`config.mk`:
```
export PLATFORM = sky130hd
export DESIGN_NAME = taxi_axis_frame_trunc_flat
export DESIGN_NICKNAME = d
export VERILOG_FILES = /design/src/rtl/taxi_axis_if.sv /design/src/rtl/taxi_axis_frame_trunc.sv /design/src/flat_wrapper.sv
export SDC_FILE = /design/constraint.sdc
export NUM_CORES = 1
export LEC_CHECK = 0
export BUFFER_PORTS_ARGS = -buffer_cell sky130_fd_sc_hd__buf_2
export CAP_MARGIN = 25
export CORE_ASPECT_RATIO = 0.75
export CORE_UTILIZATION = 45
export DETAILED_ROUTE_END_ITERATION = 10
export PLACE_DENSITY_LB_ADDON = 0.1
export SLEW_MARGIN = 20
export SYNTH_ARGS = -nofsm -noshare
export SYNTH_HDL_FRONTEND = slang
export SYNTH_SLANG_ARGS = --single-unit
```
`constraint.sdc`:
```
create_clock -name clk -period 4.4 [get_ports clk]
set_input_delay 0.66 -clock clk [delete_from_list [all_inputs] [get_ports clk]]
set_output_delay 0.66 -clock clk [all_outputs]
set_load 0.01 [all_outputs]
```
`src/rtl/taxi_axis_if.sv`:
```
// AXI4-Stream interface: payload plus optional sidebands, each gated by an enable.
interface taxi_axis_if #(
  parameter int DATA_W  = 8,
  parameter bit KEEP_EN = (DATA_W > 8),
  parameter int KEEP_W  = (DATA_W + 7) / 8,
  parameter bit STRB_EN = 1'b0,
  parameter bit LAST_EN = 1'b1,
  parameter bit ID_EN   = 1'b0,
  parameter int ID_W    = 8,
  parameter bit DEST_EN = 1'b0,
  parameter int DEST_W  = 8,
  parameter bit USER_EN = 1'b0,
  parameter int USER_W  = 1
) ();
  logic [DATA_W-1:0] tdata;
  logic [KEEP_W-1:0] tkeep;
  logic [KEEP_W-1:0] tstrb;
  logic [ID_W-1:0]   tid;
  logic [DEST_W-1:0] tdest;
  logic [USER_W-1:0] tuser;
  logic              tlast;
  logic              tvalid;
  logic              tready;

  modport src (output tdata, tkeep, tstrb, tid, tdest, tuser, tlast, tvalid, input tready);
  modport snk (input tdata, tkeep, tstrb, tid, tdest, tuser, tlast, tvalid, output tready);
endinterface

```
`src/rtl/taxi_axis_frame_trunc.sv`:
```
// Frame length limiter: forwards frames up to max_len beats, cuts longer ones
// (forced tlast + error bit in tuser) and swallows their tail. Registered
// output with a two-entry skid so the input ready is fully registered.
module taxi_axis_frame_trunc #(
  parameter int LEN_W          = 16,
  parameter int CNT_W          = 32,
  parameter int TRUNC_USER_BIT = 0
) (
  input  logic             clk,
  input  logic             rst_n,
  taxi_axis_if.snk         s_axis,
  taxi_axis_if.src         m_axis,
  input  logic [LEN_W-1:0] max_len,
  output logic             stat_frame,
  output logic             stat_trunc,
  output logic [CNT_W-1:0] trunc_count,
  output logic             busy
);
  localparam int DATA_W  = s_axis.DATA_W;
  localparam bit KEEP_EN = s_axis.KEEP_EN && m_axis.KEEP_EN;
  localparam int KEEP_W  = s_axis.KEEP_W;
  localparam bit STRB_EN = s_axis.STRB_EN && m_axis.STRB_EN;
  localparam bit LAST_EN = s_axis.LAST_EN;
  localparam bit ID_EN   = s_axis.ID_EN && m_axis.ID_EN;
  localparam int ID_W    = s_axis.ID_W;
  localparam bit DEST_EN = s_axis.DEST_EN && m_axis.DEST_EN;
  localparam int DEST_W  = s_axis.DEST_W;
  localparam bit USER_EN = m_axis.USER_EN;
  localparam int USER_W  = s_axis.USER_W;

  if (m_axis.DATA_W != DATA_W || m_axis.KEEP_W != KEEP_W) begin : g_param_chk
    $fatal(0, "taxi_axis_frame_trunc: s_axis/m_axis DATA_W or KEEP_W mismatch");
  end

  typedef enum logic [1:0] {IDLE, PASS, DROP} state_t;

  typedef struct packed {
    logic [DATA_W-1:0] data;
    logic [KEEP_W-1:0] keep;
    logic [KEEP_W-1:0] strb;
    logic [ID_W-1:0]   id;
    logic [DEST_W-1:0] dest;
    logic [USER_W-1:0] user;
    logic              last;
  } beat_t;

  state_t           state_reg, state_next;
  logic [LEN_W-1:0] beat_cnt_reg, cnt_next, len_reg, len_next, lim, n;
  logic             s_tready_reg, m_tvalid_reg, temp_tvalid_reg;
  logic             m_tvalid_next, temp_tvalid_next, s_tready_early;
  logic             st_in_out, st_in_temp, st_temp_out;
  logic             accept, in_last, trunc, frame_done;
  beat_t            in_beat, m_beat, temp_beat;

  // The limit is live only on the first beat; afterwards the latched copy rules.
  assign lim     = (state_reg == IDLE) ? max_len : len_reg;
  assign n       = (&beat_cnt_reg) ? beat_cnt_reg : beat_cnt_reg + 1'b1;
  assign in_last = LAST_EN ? s_axis.tlast : 1'b1;
  assign accept  = s_axis.tvalid && s_tready_reg;

  // Frame tracking: next state, beat count and truncation decision per accepted beat.
  always_comb begin
    state_next = state_reg;
    cnt_next   = beat_cnt_reg;
    len_next   = len_reg;
    trunc      = 1'b0;
    frame_done = 1'b0;
    case (state_reg)
      IDLE, PASS: begin
        if (accept) begin
          if (state_reg == IDLE) len_next = max_len;
          if (in_last) begin
            // A frame ending exactly at the limit is not a truncation.
            cnt_next   = '0;
            frame_done = 1'b1;
            state_next = IDLE;
          end else if (lim != '0 && n == lim) begin
            cnt_next   = '0;
            trunc      = 1'b1;
            state_next = DROP;
          end else begin
            cnt_next   = n;
            state_next = PASS;
          end
        end
      end
      DROP: begin
        if (accept && in_last) begin
          frame_done = 1'b1;
          state_next = IDLE;
        end
      end
      default: state_next = IDLE;
    endcase
  end

  // Input beat as it will be stored: disabled sidebands forced, cut beat marked.
  always_comb begin
    in_beat.data = s_axis.tdata;
    in_beat.keep = KEEP_EN ? s_axis.tkeep : '1;
    in_beat.strb = STRB_EN ? s_axis.tstrb : in_beat.keep;
    in_beat.id   = ID_EN ? s_axis.tid : '0;
    in_beat.dest = DEST_EN ? s_axis.tdest : '0;
    in_beat.user = USER_EN ? s_axis.tuser : '0;
    in_beat.last = in_last | trunc;
    if (USER_EN && trunc) in_beat.user[TRUNC_USER_BIT] = 1'b1;
  end

  // Skid steering: input goes to output reg if it frees up, else to temp; dropped beats go nowhere.
  always_comb begin
    m_tvalid_next    = m_tvalid_reg;
    temp_tvalid_next = temp_tvalid_reg;
    st_in_out        = 1'b0;
    st_in_temp       = 1'b0;
    st_temp_out      = 1'b0;
    if (s_tready_reg && state_reg != DROP) begin
      if (m_axis.tready || !m_tvalid_reg) begin
        m_tvalid_next = s_axis.tvalid;
        st_in_out     = 1'b1;
      end else begin
        temp_tvalid_next = s_axis.tvalid;
        st_in_temp       = 1'b1;
      end
    end else if (m_axis.tready) begin
      m_tvalid_next    = temp_tvalid_reg;
      temp_tvalid_next = 1'b0;
      st_temp_out      = 1'b1;
    end
  end

  assign s_tready_early = m_axis.tready || (!temp_tvalid_reg && (!m_tvalid_reg || !s_axis.tvalid));

  // Control and status state; DROP keeps the input open regardless of the output.
  always_ff @(posedge clk or negedge rst_n) begin
    if (!rst_n) begin
      state_reg       <= IDLE;
      beat_cnt_reg    <= '0;
      len_reg         <= '0;
      s_tready_reg    <= 1'b0;
      m_tvalid_reg    <= 1'b0;
      temp_tvalid_reg <= 1'b0;
      stat_frame      <= 1'b0;
      stat_trunc      <= 1'b0;
      trunc_count     <= '0;
    end else begin
      state_reg       <= state_next;
      beat_cnt_reg    <= cnt_next;
      len_reg         <= len_next;
      s_tready_reg    <= (state_next == DROP) || s_tready_early;
      m_tvalid_reg    <= m_tvalid_next;
      temp_tvalid_reg <= temp_tvalid_next;
      stat_frame      <= frame_done;
      stat_trunc      <= trunc;
      if (trunc && !(&trunc_count)) trunc_count <= trunc_count + 1'b1;
    end
  end

  // Payload registers; contents only matter while the matching valid is set.
  always_ff @(posedge clk) begin
    if (st_in_out) m_beat <= in_beat;
    else if (st_temp_out) m_beat <= temp_beat;
    if (st_in_temp) temp_beat <= in_beat;
  end

  assign s_axis.tready = s_tready_reg;
  assign m_axis.tvalid = m_tvalid_reg;
  assign m_axis.tdata  = m_beat.data;
  assign m_axis.tkeep  = m_beat.keep;
  assign m_axis.tstrb  = m_beat.strb;
  assign m_axis.tid    = m_beat.id;
  assign m_axis.tdest  = m_beat.dest;
  assign m_axis.tuser  = m_beat.user;
  assign m_axis.tlast  = m_beat.last;
  assign busy          = (state_reg != IDLE);
endmodule

```
`src/flat_wrapper.sv`:
```
// flat-port wrapper written by rule: the top's interface ports become plain ports
module taxi_axis_frame_trunc_flat 
#(
  parameter int LEN_W          = 16,
  parameter int CNT_W          = 32,
  parameter int TRUNC_USER_BIT = 0
)
  (clk, rst_n, max_len, stat_frame, stat_trunc, trunc_count, busy, s_axis_tdata, s_axis_tkeep, s_axis_tstrb, s_axis_tid, s_axis_tdest, s_axis_tuser, s_axis_tlast, s_axis_tvalid, s_axis_tready, m_axis_tdata, m_axis_tkeep, m_axis_tstrb, m_axis_tid, m_axis_tdest, m_axis_tuser, m_axis_tlast, m_axis_tvalid, m_axis_tready);
  taxi_axis_if #(.DATA_W(16), .KEEP_EN(1), .KEEP_W(2), .ID_EN(1), .ID_W(4), .USER_EN(1), .USER_W(3)) s_axis_i ();
  taxi_axis_if #(.DATA_W(16), .KEEP_EN(1), .KEEP_W(2), .ID_EN(1), .ID_W(4), .USER_EN(1), .USER_W(3)) m_axis_i ();
  input  logic clk;
  input  logic rst_n;
  input  logic [LEN_W-1:0] max_len;
  output logic stat_frame;
  output logic stat_trunc;
  output logic [CNT_W-1:0] trunc_count;
  output logic busy;
  input wire logic [$bits(s_axis_i.tdata)-1:0] s_axis_tdata;
  input wire logic [$bits(s_axis_i.tkeep)-1:0] s_axis_tkeep;
  input wire logic [$bits(s_axis_i.tstrb)-1:0] s_axis_tstrb;
  input wire logic [$bits(s_axis_i.tid)-1:0] s_axis_tid;
  input wire logic [$bits(s_axis_i.tdest)-1:0] s_axis_tdest;
  input wire logic [$bits(s_axis_i.tuser)-1:0] s_axis_tuser;
  input wire logic [$bits(s_axis_i.tlast)-1:0] s_axis_tlast;
  input wire logic [$bits(s_axis_i.tvalid)-1:0] s_axis_tvalid;
  output wire logic [$bits(s_axis_i.tready)-1:0] s_axis_tready;
  output wire logic [$bits(m_axis_i.tdata)-1:0] m_axis_tdata;
  output wire logic [$bits(m_axis_i.tkeep)-1:0] m_axis_tkeep;
  output wire logic [$bits(m_axis_i.tstrb)-1:0] m_axis_tstrb;
  output wire logic [$bits(m_axis_i.tid)-1:0] m_axis_tid;
  output wire logic [$bits(m_axis_i.tdest)-1:0] m_axis_tdest;
  output wire logic [$bits(m_axis_i.tuser)-1:0] m_axis_tuser;
  output wire logic [$bits(m_axis_i.tlast)-1:0] m_axis_tlast;
  output wire logic [$bits(m_axis_i.tvalid)-1:0] m_axis_tvalid;
  input wire logic [$bits(m_axis_i.tready)-1:0] m_axis_tready;
  assign s_axis_i.tdata = s_axis_tdata;
  assign s_axis_i.tkeep = s_axis_tkeep;
  assign s_axis_i.tstrb = s_axis_tstrb;
  assign s_axis_i.tid = s_axis_tid;
  assign s_axis_i.tdest = s_axis_tdest;
  assign s_axis_i.tuser = s_axis_tuser;
  assign s_axis_i.tlast = s_axis_tlast;
  assign s_axis_i.tvalid = s_axis_tvalid;
  assign s_axis_tready = s_axis_i.tready;
  assign m_axis_tdata = m_axis_i.tdata;
  assign m_axis_tkeep = m_axis_i.tkeep;
  assign m_axis_tstrb = m_axis_i.tstrb;
  assign m_axis_tid = m_axis_i.tid;
  assign m_axis_tdest = m_axis_i.tdest;
  assign m_axis_tuser = m_axis_i.tuser;
  assign m_axis_tlast = m_axis_i.tlast;
  assign m_axis_tvalid = m_axis_i.tvalid;
  assign m_axis_i.tready = m_axis_tready;
  taxi_axis_frame_trunc #(.LEN_W(LEN_W), .CNT_W(CNT_W), .TRUNC_USER_BIT(TRUNC_USER_BIT)) u_core (.clk(clk), .rst_n(rst_n), .s_axis(s_axis_i), .m_axis(m_axis_i), .max_len(max_len), .stat_frame(stat_frame), .stat_trunc(stat_trunc), .trunc_count(trunc_count), .busy(busy));
endmodule
```
Word-level counts from Yosys, hierarchy flattened --
Index checks and enable logic that the tools add are counted.
Operators by class: add/sub/neg operators 2, multipliers 0, divide/modulo/power cells 0, $lt $le $gt $ge 0, eq/ne operators 7, shifts and indexed selects 0, multiplexer cells 32, bitwise operators 1, reductions and logical operators 25
Operators with widths (number):
- 36-bit 2-to-1 mux | 2
- 16-bit 2-to-1 mux | 4
- 32-bit by 1-bit adder with 32-bit output, second input constant | 1
- 32-bit AND reduction | 1
- 1-bit 2-to-1 mux | 20
- 16-bit by 1-bit adder with 16-bit output, second input constant | 1
- 16-bit == test | 1
- 16-bit AND reduction | 1
- 16-bit nonzero test | 1
- 2-bit 2-to-1 mux | 4
- 1-bit logical AND | 6
- 2-bit inequality test, second input constant | 3
- 2-bit AND reduction | 3
- 2-bit nonzero test | 3
- 2-bit == test, second input constant | 2
- 1-bit zero test | 4
- 1-bit logical OR | 4
- 2-bit one-hot mux with 2 select lines | 1
- 2-bit by 1-bit == test with 1-bit output, second input constant | 1
- 2-bit zero test | 1
- 1-bit one-hot mux with 2 select lines | 1
- 2-bit OR reduction | 1
- 1-bit OR | 1
Storage, ports and cells: register bits 125, bits in latches 0, bits in writable memories 0, ROM bits 0, input bits 56, output and inout bits 73, memories 0

Depth between registers and ports, before layout --
Gate-level depths: netlist of the first run.
depth in word-level cells 10, depth in mapped cells 12, mapped depth without buffers 10

Worst setup path after synthesis of the first run --
OpenSTA, ideal clock, no wires.
kind reg-to-reg, start register u_core.beat_cnt_reg[0], end register u_core.beat_cnt_reg[0], setup time 0.118 ns, data arrival time 2.943 ns, data required time 4.282 ns, path slack 1.339 ns, cell stages (with the launch flop) 12, path buffers 1, clock period less this slack 3.061 ns, path through dfrtp_1 ha_1 nand3_2 nor4_1 mux2i_1 xor2_1 o211ai_1 nor4b_4 and2b_1 buf_2 o31ai_1 a21o_1
On the way: word-level cells in the longest chain between the ends 6
Ends and longest elaborated chain:
- start: declaration | line taxi_axis_frame_trunc.sv:48 | logic [LEN_W-1:0] beat_cnt_reg, cnt_next, len_reg, len_next, lim, n;
- start signal: assignment | line taxi_axis_frame_trunc.sv:147 | beat_cnt_reg <= cnt_next;
- 16-bit by 1-bit adder with 16-bit output or 16-bit AND reduction (tied branches) | line taxi_axis_frame_trunc.sv:57 | assign n = (&beat_cnt_reg) ? beat_cnt_reg : beat_cnt_reg + 1'b1;
- 16-bit 2-to-1 mux * | line taxi_axis_frame_trunc.sv:57
- 16-bit == test | line taxi_axis_frame_trunc.sv:77 | end else if (lim != '0 && n == lim) begin
- 1-bit logical AND | line taxi_axis_frame_trunc.sv:77
- 16-bit 2-to-1 mux * | line taxi_axis_frame_trunc.sv:77
- 16-bit 2-to-1 mux * | line taxi_axis_frame_trunc.sv:72 | if (in_last) begin
Mark *: on every way between the ends. The rest lies on a longest branch, timed or not. A chain may end at the register's enable or synchronous reset.

Worst setup path after layout of the first run --
start register u_core.beat_cnt_reg[0], end register u_core.trunc_count[29]
On the way: word-level cells in the longest chain between the ends 9
Ends and longest elaborated chain:
- 16-bit by 1-bit adder with 16-bit output or 16-bit AND reduction (tied branches) | line taxi_axis_frame_trunc.sv:57
- 16-bit 2-to-1 mux * | line taxi_axis_frame_trunc.sv:57
- 16-bit == test * | line taxi_axis_frame_trunc.sv:77
- 1-bit logical AND * | line taxi_axis_frame_trunc.sv:77
- 1-bit 2-to-1 mux * | line taxi_axis_frame_trunc.sv:77
- 1-bit 2-to-1 mux * | line taxi_axis_frame_trunc.sv:72
- 1-bit 2-to-1 mux * | line taxi_axis_frame_trunc.sv:70 | if (accept) begin
- 1-bit 2-to-1 mux * | line taxi_axis_frame_trunc.sv:68 | case (state_reg)
- 1-bit logical AND * | line taxi_axis_frame_trunc.sv:154 | if (trunc && !(&trunc_count)) trunc_count <= trunc_count + 1'b1;
- end signal: assignment | line taxi_axis_frame_trunc.sv:154
- end: declaration | line taxi_axis_frame_trunc.sv:16 | output logic [CNT_W-1:0] trunc_count,
Marks and branches as above.

==> results.env, run 1 <==
OUTCOME='complete, but fails checks'
VIOLATIONS='DRC'
DIODES=0
DRC_VIOLATION_TOTAL_AFTER_THE_FIRST_TRITONROUTE_ITERATION=534
HTREE_LEVELS=4
CP_SLOWEST_STAGE_DELAY_NS=0.54
CTS_TREE='built'
YOSYSMOSTFREQUENTCELL='dfrtp_1'
DRT_DRC_VIOLATIONS_LEFT=6
SYNTH-SEQ-CELLS=123
YS_WARN_COUNT=0
NETLIST_AREA_SQ_UM=6300
TIMING.CRITICAL_PATH.CELLS='ha_1 > nand3_2 > nor4_1 > mux2i_1 > xor2_1 > o211ai_1 > nor4b_4 > nand4_2 > nor4_1 > xor2_1'
FINAL_HOLD_VIOL_COUNT=0
CLK_ROOT_BUFFER_CELL='clkbuf_16'
FP.DIEAREA_SQ_UM=14500
MAX_REG_FLOPS=32
TIMING.CRITICAL_PATH.FROM_TYPE='register'
YS_TOP_CELLS_BY_AREA='dfrtp_1 28%, edfxtp_1 25%, mux2_2 7.1%'
WORST_HOLD_PATH_TYPE='in -> async'
GRT.TOTAL_USAGE=0.221
LAYOUT_MIN_CYCLE_TIME_NS=3.94
WORSTMARGINPINSLEW_NS=0.850
SYNTH_ASYNC_SR_FLOP_SHARE=0.577
MAXIMUM_NUMBER_OF_PINS_ON_ONE_NET_BEFORE_GLOBAL_ROUTE_REPAIR=37
CELL_TAKING_THE_MOST_AREA_AFTER_SYNTHESIS='dfrtp_1'
FLOORPLAN.DIE.HEIGHT_UM=105
FINAL_NETS=727
WORSTSKEWPAIRLATENCY_NS=0.41
R2R_END='u_core.trunc_count[29]'
CRITICAL_PATH_CLASS='reg -> reg'
WORST_PATH_DOMINANT_CELL_FAMILY='simple AND/OR/NAND/NOR gates'
MEAN_ROUTED_WIRELENGTH_PER_CELL_UM=17.8
FINALMAXSLEWVIOLATIONS=0
ROUTE.VIAS.TOTAL=4774
WIRE_LENGTH_OF_THE_FIRST_GLOBAL_ROUTING_PASS_MM=24.8
TOP_REGISTER_BY_NUMBER_OF_FLIP_FLOPS='u_core.trunc_count'
REQUIRED_NS=4.74
REG_TOP3='u_core.trunc_count (32), u_core.temp_beat (26)'
SYNTH_FLOP_CELL='dfrtp_1'
PORT_BUFFERS=110
LIBRARY_CELLS_USED_BY_SYNTHESIS=71
CLOCK_SINK_COUNT=123
WORST_SETUP_MARGIN_NS=0.460
RSZ_0062_RAISED_AFTER_GLOBAL_ROUTING='no'
FF2FF_PATH_DEPTH=10
CTS.CLK_SLEW.WORST_PATHS_NS=0.06
IO-PIN-COUNT=129
STD_CELL_ROWS=37
VDD_IR_DROP_MAX_uV=273
DETAILEDROUTE.FIRSTPASSITERATIONCOUNT=9
GRT.OVERFLOW.TOTAL=0
CORE_REGION_AREA_SQ_UM=13700
SETUP_TNS_NS=0
FINALCLOCKSKEW_NS=0.00880
NUMBER_OF_BUFFERS_CREATED_BY_CTS=17
CTS_RESIZED=0
YS_SEQ_AREA_FRAC=0.530
POSTSYNTHCELLCOUNT=552
WORST_EP_ARRIVAL_TIME_NS=4.28
CRITICAL-PATH-SLOWEST-CELL='nor4_1'
FF2FF_SETUP_SLACK_NS=0.46
CRIT_PATH_END_KIND='register'
ANTENNA_FOUND_INITIAL=0
DIE-WIDTH_UM=139
CRITPATHBUFINV=0
GRT_PASS1_VIAS=4724
FINAL_LAYOUT_SIZE_SUFFIX_GT1_FRAC=0.315
POST_SYNTHESIS_TO_FINAL_LAYOUT_AREA_GROWTH_PCT=20.9
FLOORPLAN.INITIALDENSITY=0.460
PRECTSSETUPSLACK_NS=0.547
MAX_CLOCK_FREQ_GHz=0.254
ROUTED_VIA_DENSITY=5.57
SYN-MEAN-INSTANCE-AREA_SQ_UM=11.4
FINAL-SETUP-VIOL-COUNT=0
CLOCK_PATH_BUFFERS=2
CTS-HOLD-FIX-BUFFERS=0
GP_ROUTABILITY_CONGESTION=0.923
SYNTH_ENABLE_FLOP_CELLS=52
CAP_VIOL_MAX_COUNT=0
CTS_POST_SETUP_BUFFERS_INSERTED=0
POWER_DENSITY_nW_PER_UM2=452
P_LEAK_uW=0.00333
DRT.ANTENNA.VIOLATING_NETS=0
WORST_SLEW_MARGIN_REL=0.434
SYNTH.TOP_CELLS.BY_COUNT='71 x dfrtp_1, 52 x edfxtp_1, 40 x mux2_2, 40 x nand2_1, 34 x nor2_1'
CRIT_PATH_MAX_FANOUT=13
REGTOREGSTARTPOINT='u_core.beat_cnt_reg[0]'
FINALCRITPERIODSHARE=0.895
DP.FINAL_HPWL_MM=10.8
SYNTHDOMINANTCELLAREASHARE=0.282
WL_MM=15.3
==> where the power goes <==
| group | internal, uW | switching (uW) | leakage, uW | total, uW |
|---|---|---|---|---|
| logic | 265 | 312 | 0.00164 | 577 |
| registers | 1360 | 95.6 | 0.00141 | 1450 |
| clock network | 889 | 528 | 0.000282 | 1420 |
==> per-stage QoR <==
stage	hold slack (ns)	total power, uW	cells	utilization	instance area [sq um]
finish	0.350	3440	857	0.556	7620
floorplan	0.364	1850	559	-	6330
global route	0.417	3590	857	0.556	7620
global placement	0.464	2020	824	0.512	7010
CTS	0.372	3480	857	0.556	7620
detailed placement	0.475	2050	825	0.512	7020
==> worst max-delay path by stage <==
stage	depth (start not counted)	slack, ns	start	to
2_1_floorplan	11	1.34	u_core.beat_cnt_reg[0]	u_core.beat_cnt_reg[0]
3_3_place_gp	10	0.69	u_core.beat_cnt_reg[0]	u_core.trunc_count[21]
3_5_place_dp	10	0.55	u_core.beat_cnt_reg[0]	u_core.trunc_count[29]
4_1_cts	10	0.52	u_core.beat_cnt_reg[0]	u_core.trunc_count[29]
5_1_grt	10	0.22	u_core.beat_cnt_reg[0]	u_core.trunc_count[29]
6_report	10	0.46	u_core.beat_cnt_reg[0]	u_core.trunc_count[29]
==> cell type report <==
type | instances | area (sq um)
multi-input cells | 390 | 2770
clock inverters | 15 | 173
clock buffers | 17 | 425
well taps | 175 | 219
flip-flops and latches | 123 | 3340
repair buffers | 120 | 626
inverters | 17 | 63.8
fillers | 1222 | 6080
==> routing by layer <==
| layer | vias up | GRT usage | routed length (um) |
|---|---|---|---|
| met4 | 0 | 0.0651 | 218 |
| met1 | 2317 | 0.306 | 7170 |
| li1 | 2252 | - | - |
| met3 | 22 | 0.0589 | 1170 |
| met5 | - | 0 | 0 |
| met2 | 183 | 0.339 | 6710 |
==> layout by cell type, fill, tap and decap left out, types with 4 or more instances in the layout <==
cell type,count
nor2_1,33
or2_2,5
xnor2_1,22
nor3_1,13
inv_1,16
nand3_1,20
xor2_1,25
o21ai_0,12
buf_2,110
mux2_2,40
conb_1,8
a31oi_1,5
nand4_1,15
clkbuf_16,17
edfxtp_1,52
and3_1,6
nand2_1,40
a21oi_1,20
mux2i_1,16
nor3_2,4
or4_1,6
nand2b_1,7
nand3b_1,5
buf_4,10
and2_1,6
a21o_1,6
nor4_1,13
dfrtp_1,71
or3_1,5
==> cell families (layout without fill, tap and decap cells) <==
family,count (synthesis),after routing,synth area share
compound gates,71,71,0.0740
xor+xnor,48,48,0.0689
flops,123,123,0.530
buf+inv,46,169,0.0355
other cells,1,8,0.000595
mux,56,56,0.0969
fa+ha+maj,2,2,0.00397
simple gates,205,205,0.191
(Power assumes the default switching activity.)
==> inputs of run 2 (changes only) <==
- clock period: 4.4 -> 4 ns (I/O delays scaled with it)
==> results.env, run 2 (same netlist as run 1, synthesis figures left out) <==
OUTCOME='complete, but fails checks'
VIOLATIONS='DRC'
FINALMAXSLEWVIOLATIONS=0  # unchanged
CRIT_PATH_END_KIND='register'
IO-PIN-COUNT=129  # unchanged
VDD_IR_DROP_MAX_uV=303  # +11%
TOP_REGISTER_BY_NUMBER_OF_FLIP_FLOPS='u_core.trunc_count'
FINALHOLDWORSTSLACK_NS=0.224  # -0.126 ns
WL_MM=15.4  # +1.1%
MEAN_ROUTED_WIRELENGTH_PER_CELL_UM=17.8  # about the same
RSZ_0062_RAISED_AFTER_GLOBAL_ROUTING='no'
TIMING.CRITICAL_PATH.CELLS='ha_1 > nand3_2 > nor3_4 > nand2_1 > nor4b_1 > o211ai_1 > nor4b_4 > nand4_1 > mux2_2'
DIE-WIDTH_UM=139  # unchanged
GRT.OVERFLOW.TOTAL=0  # unchanged
CRITICAL-PATH-SLOWEST-CELL='nor4b_4'
MAX_REG_FLOPS=32  # unchanged
REG_TOP3='u_core.trunc_count (32), u_core.temp_beat (26)'
MOST-COMMON-LAYOUT-CELLS='110 x buf_2, 71 x dfrtp_1, 52 x edfxtp_1'
MOST_COMMON_CELL_AFTER_LAYOUT_FILL_AND_TAPS_ASIDE='buf_2'
CORE_REGION_AREA_SQ_UM=13700  # unchanged
GRT.TOTAL_USAGE=0.227  # +0.00587
DRT_DRC_VIOLATIONS_LEFT=3  # -3
MAXIMUM_NUMBER_OF_PINS_ON_ONE_NET_BEFORE_GLOBAL_ROUTE_REPAIR=44  # +19%
CP_SLOWEST_STAGE_DELAY_NS=0.49  # -0.05 ns
WIRE_LENGTH_OF_THE_FIRST_GLOBAL_ROUTING_PASS_MM=25.3  # +2.1%
ROUTE.VIAS.TOTAL=4792  # +0.38%
WORST_HOLD_PATH_TYPE='in -> async'
REQUIRED_NS=4.30  # -0.44 ns
CLOCK_PATH_BUFFERS=2  # unchanged
FINAL_HOLD_VIOL_COUNT=0  # unchanged
CRIT_PATH_MAX_FANOUT=7  # -6
FINAL_NETS=737  # +1.4%
CTS_TREE='built'
TIMING.CRITICAL_PATH.FROM_TYPE='register'
WORSTMARGINPINSLEW_NS=0.890  # +0.0403 ns
LAYOUT.FILLER_CELLS=1214  # -0.65%
FINALCLOCKSKEW_NS=0.0124  # +0.00359 ns
DETAILEDROUTE.FIRSTPASSITERATIONCOUNT=7  # -2
LAYOUT_MIN_CYCLE_TIME_NS=3.62  # -0.319 ns
ROUTED_VIA_DENSITY=5.53  # -0.78%
CTS-HOLD-FIX-BUFFERS=0  # unchanged
MAX_CLOCK_FREQ_GHz=0.276  # +8.8%
HTREE_LEVELS=4  # unchanged
WORST_SLEW_MARGIN_REL=0.405  # -0.0291
LAYOUT.AREA.SEQ_SQ_UM=3340  # unchanged
CTS_RESIZED=0  # unchanged
PORT_BUFFERS=110  # unchanged
CTS_POST_SETUP_BUFFERS_INSERTED=0  # unchanged
FINAL-SETUP-VIOL-COUNT=0  # unchanged
WORSTSKEWPAIRLATENCY_NS=0.41  # about the same
MULTI_INPUT_COMB_AREA_SQ_UM=2780  # +0.23%
FLOORPLAN.DIE.HEIGHT_UM=105  # unchanged
CRITPATHBUFINV=0  # unchanged
CRITICAL_PATH_CLASS='reg -> reg'
GP_ROUTABILITY_CONGESTION=0.870  # -5.8%
GRT_PASS1_VIAS=4816  # +1.9%
FINAL_LAYOUT_SIZE_SUFFIX_GT1_FRAC=0.325  # +0.00990
FP.DIEAREA_SQ_UM=14500  # unchanged
FINALCRITPERIODSHARE=0.905  # +0.00988
WORST_EP_ARRIVAL_TIME_NS=3.92  # -0.36 ns
P_LEAK_uW=0.00336  # +1.0%
CLOCK_SINK_COUNT=123  # unchanged
NUMBER_OF_BUFFERS_CREATED_BY_CTS=17  # unchanged
DP.FINAL_HPWL_MM=11.2  # +4.1%
POST_SYNTHESIS_TO_FINAL_LAYOUT_AREA_GROWTH_PCT=21.2
DRT.ANTENNA.VIOLATING_NETS=0  # unchanged
DIODES=0  # unchanged
CTS.CLK_SLEW.WORST_PATHS_NS=0.06  # about the same
CLK_ROOT_BUFFER_CELL='clkbuf_16'
FLOORPLAN.INITIALDENSITY=0.460  # unchanged
POWER_DENSITY_nW_PER_UM2=474  # +4.9%
STD_CELL_ROWS=37  # unchanged
ANTENNA_FOUND_INITIAL=0  # unchanged
SETUP_TNS_NS=0  # unchanged
WORST_PATH_DOMINANT_CELL_FAMILY='simple AND/OR/NAND/NOR gates'
DRC_VIOLATION_TOTAL_AFTER_THE_FIRST_TRITONROUTE_ITERATION=298  # -44%
CAP_VIOL_MAX_COUNT=0  # unchanged
==> run 2: worst paths after layout <==
path	start	endpoint	slack (ns)	cells past startpoint
max in group asynchronous	rst_n	u_core.trunc_count[19]	2.76	2
max reg2reg	u_core.beat_cnt_reg[0]	u_core.trunc_count[1]	0.38	9
min in group clk	s_axis_tdata[0]	u_core.temp_beat[20]	0.38	1
max	u_core.beat_cnt_reg[0]	u_core.trunc_count[1]	0.38	9
min	rst_n	u_core.beat_cnt_reg[4]	0.22	1
min reg2reg	u_core.trunc_count[21]	u_core.trunc_count[21]	0.49	1
==> run 2: routing by layer <==
layer	GRT usage	up-vias	share of wire
met5	0	-	0
met4	0.0627	0	0.0081
met3	0.0640	7	0.074
met2	0.343	140	0.44
met1	0.318	2377	0.47
li1	-	2268	-
==> run 2: through the flow <==
| step | setup WS [ns] | std cells | utilization | instance area, sq um | power, uW |
|---|---|---|---|---|---|
| 2_1_floorplan | 0.939 | 559 | - | 6330 | 2040 |
| 3_3_place_gp | 0.383 | 834 | 0.517 | 7090 | 2230 |
| 3_5_place_dp | 0.339 | 835 | 0.518 | 7100 | 2260 |
| 4_1_cts | 0.334 | 867 | 0.557 | 7640 | 3660 |
| 5_1_grt | 0.0162 | 867 | 0.558 | 7640 | 3800 |
| 6_report | 0.379 | 867 | 0.558 | 7640 | 3620 |
==> run 2: power breakdown <==
group	leakage, uW	switching, uW	internal [uW]	total [uW]
sequential	0.00141	102	1490	1590
clock	0.000262	545	838	1380
combinational	0.00169	349	298	647
total	0.00336	997	2630	3620
==> run 2: final cells by class <==
type	instances	share of cell area
Clock buffer	17	0.0557
Clock inverter	15	0.0141
Inverter	17	0.00835
Multi-Input combinational cell	390	0.364
Sequential cell	123	0.437
Tap cell	175	0.0287
Timing Repair Buffer	130	0.0927
==> inputs of run 3 (changes only) <==
- CTS_BUF_LIST: not set -> sky130_fd_sc_hd__clkbuf_4 sky130_fd_sc_hd__clkbuf_8
==> results.env, run 3 (same netlist as run 1, synthesis figures left out) <==
OUTCOME='complete, but fails checks'
VIOLATIONS='DRC'
CTS-HOLD-FIX-BUFFERS=0  # unchanged
NUMBER_OF_BUFFERS_CREATED_BY_CTS=17  # unchanged
TOP_REGISTER_BY_NUMBER_OF_FLIP_FLOPS='u_core.trunc_count'
DRC_VIOLATION_TOTAL_AFTER_THE_FIRST_TRITONROUTE_ITERATION=354  # +19%
CORE_REGION_AREA_SQ_UM=13700  # unchanged
FINAL_LAYOUT_SIZE_SUFFIX_GT1_FRAC=0.325  # unchanged
P_LEAK_uW=0.00328  # -2.6%
WL_MM=15.4  # about the same
CRITICAL_PATH_CLASS='reg -> reg'
VDD_IR_DROP_MAX_uV=195  # -36%
ROUTED_VIA_DENSITY=5.51  # -0.27%
WORSTMARGINPINSLEW_NS=0.892  # +0.00189 ns
RSZ_0062_RAISED_AFTER_GLOBAL_ROUTING='yes'
CTS_TREE='built'
REQUIRED_NS=4.32  # +0.02 ns
FLOORPLAN.INITIALDENSITY=0.460  # unchanged
FINALMAXSLEWVIOLATIONS=0  # unchanged
MAXIMUM_NUMBER_OF_PINS_ON_ONE_NET_BEFORE_GLOBAL_ROUTE_REPAIR=44  # unchanged
POST_SYNTHESIS_TO_FINAL_LAYOUT_AREA_GROWTH_PCT=18.2
IO-PIN-COUNT=129  # unchanged
FINALINSTANCEAREA_SQ_UM=7450  # -2.5%
FINAL-SETUP-VIOL-COUNT=0  # unchanged
GRT.TOTAL_USAGE=0.227  # +0.000353
TIMING.CRITICAL_PATH.CELLS='ha_1 > nand3_2 > nor3_4 > nand2_1 > nor4b_1 > o211ai_1 > nor4b_4 > nand4_1 > mux2_2'
DRT_DRC_VIOLATIONS_LEFT=3  # unchanged
FINAL_NETS=737  # unchanged
MEAN_ROUTED_WIRELENGTH_PER_CELL_UM=17.8  # about the same
FINALCLOCKSKEW_NS=0.0126  # +0.000231 ns
GRT.OVERFLOW.TOTAL=0  # unchanged
MOST-COMMON-LAYOUT-CELLS='110 x buf_2, 71 x dfrtp_1, 52 x edfxtp_1'
ROUTE.VIAS.TOTAL=4779  # -0.27%
FP.DIEAREA_SQ_UM=14500  # unchanged
GRT_PASS1_VIAS=4792  # -0.50%
REG_TOP3='u_core.trunc_count (32), u_core.temp_beat (26)'
STD_CELL_ROWS=37  # unchanged
FINAL_HOLD_VIOL_COUNT=0  # unchanged
HTREE_LEVELS=4  # unchanged
WORST_PATH_DOMINANT_CELL_FAMILY='simple AND/OR/NAND/NOR gates'
CLOCK_PATH_BUFFERS=2  # unchanged
DIODES=0  # unchanged
GP_ROUTABILITY_CONGESTION=0.870  # unchanged
DPL-INSTANCE-AREA_SQ_UM=7100  # unchanged
LAYOUT_MIN_CYCLE_TIME_NS=3.61  # -0.00785 ns
TIMING.CRITICAL_PATH.FROM_TYPE='register'
WIRE_LENGTH_OF_THE_FIRST_GLOBAL_ROUTING_PASS_MM=25.3  # -0.11%
CRITICAL-PATH-SLOWEST-CELL='nor4b_4'
DRT.ANTENNA.VIOLATING_NETS=0  # unchanged
POWER_DENSITY_nW_PER_UM2=431  # -9.1%
MAX_REG_FLOPS=32  # unchanged
DP.FINAL_HPWL_MM=11.2  # unchanged
WORST_HOLD_PATH_TYPE='in -> async'
WORSTSKEWPAIRLATENCY_NS=0.43  # +0.02 ns
PORT_BUFFERS=110  # unchanged
WORST_SLEW_MARGIN_REL=0.403  # -0.00126
CAP_VIOL_MAX_COUNT=0  # unchanged
CRITPATHBUFINV=0  # unchanged
WORST_SETUP_MARGIN_NS=0.387  # +0.00785 ns
CTS_POST_SETUP_BUFFERS_INSERTED=0  # unchanged
PRECTSSETUPSLACK_NS=0.339  # unchanged
CP_SLOWEST_STAGE_DELAY_NS=0.48  # about the same
MAX_CLOCK_FREQ_GHz=0.277  # +0.22%
FLOORPLAN.DIE.HEIGHT_UM=105  # unchanged
WORST_EP_ARRIVAL_TIME_NS=3.93  # about the same
ANTENNA_FOUND_INITIAL=0  # unchanged
CTS.CLK_SLEW.WORST_PATHS_NS=0.08  # +0.02 ns
DETAILEDROUTE.FIRSTPASSITERATIONCOUNT=7  # unchanged
CLK_ROOT_BUFFER_CELL='clkbuf_8'
CLOCK_SINK_COUNT=123  # unchanged
FINALCRITPERIODSHARE=0.903  # -0.00196
MOST_COMMON_CELL_AFTER_LAYOUT_FILL_AND_TAPS_ASIDE='buf_2'
DIE-WIDTH_UM=139  # unchanged
CTS_RESIZED=0  # unchanged
CRIT_PATH_END_KIND='register'
CRIT_PATH_MAX_FANOUT=7  # unchanged
## run 3: worst reg2reg max path, cell delays in order (launching register included)
cell and delay, ns:
dfrtp_1 0.47, ha_1 0.31, nand3_2 0.24, nor3_4 0.36
nand2_1 0.21, nor4b_1 0.46, o211ai_1 0.19, nor4b_4 0.48
nand4_1 0.40, mux2_2 0.39
## run 3: final timing paths
path	slack (ns)	depth (start not counted)	from	end
worst max-delay path	0.39	9	u_core.beat_cnt_reg[0]	u_core.trunc_count[1]
worst min-delay path	0.19	1	rst_n	u_core.beat_cnt_reg[4]
worst max register to register	0.39	9	u_core.beat_cnt_reg[0]	u_core.trunc_count[1]
worst min register to register	0.49	1	u_core.trunc_count[21]	u_core.trunc_count[21]
max in group asynchronous	2.77	2	rst_n	u_core.len_reg[9]
min in group clk	0.35	1	s_axis_tdata[0]	u_core.temp_beat[20]
## run 3: layer usage
layer | vias up | part of all wire | wire [um] | GRT usage
li1 | 2266 | - | - | -
met1 | 2357 | 0.48 | 7460 | 0.321
met2 | 146 | 0.44 | 6760 | 0.340
met3 | 10 | 0.069 | 1060 | 0.0626
met4 | 0 | 0.0091 | 141 | 0.0675
met5 | - | 0 | 0 | 0
## run 3: per-stage QoR
stage / std cells / utilization / total power (uW) / hold WS [ns] / setup TNS (ns)
floorplan: 559 / - / 2040 / 0.304 / 0
global placement: 834 / 0.517 / 2230 / 0.464 / 0
detailed placement: 835 / 0.518 / 2260 / 0.478 / 0
CTS: 867 / 0.543 / 3240 / 0.194 / 0
global route: 867 / 0.544 / 3380 / 0.222 / -0.00270
finish: 867 / 0.544 / 3210 / 0.190 / 0
## run 3: power breakdown
part	total (uW)	switching (uW)	internal [uW]	leakage [uW]
sequential	1590	102	1490	0.00141
combinational	648	349	298	0.00169
clock	975	499	476	0.000175
total	3210	950	2260	0.00328
## run 3: final cells by class
class,count,area (sq um)
sequential,123,3340
clock inverter,15,108
inverter,17,63.8
clock buffer,17,234
fill,1240,6250
multi-input combinational,390,2780
tap,175,219
timing repair buffer,130,708
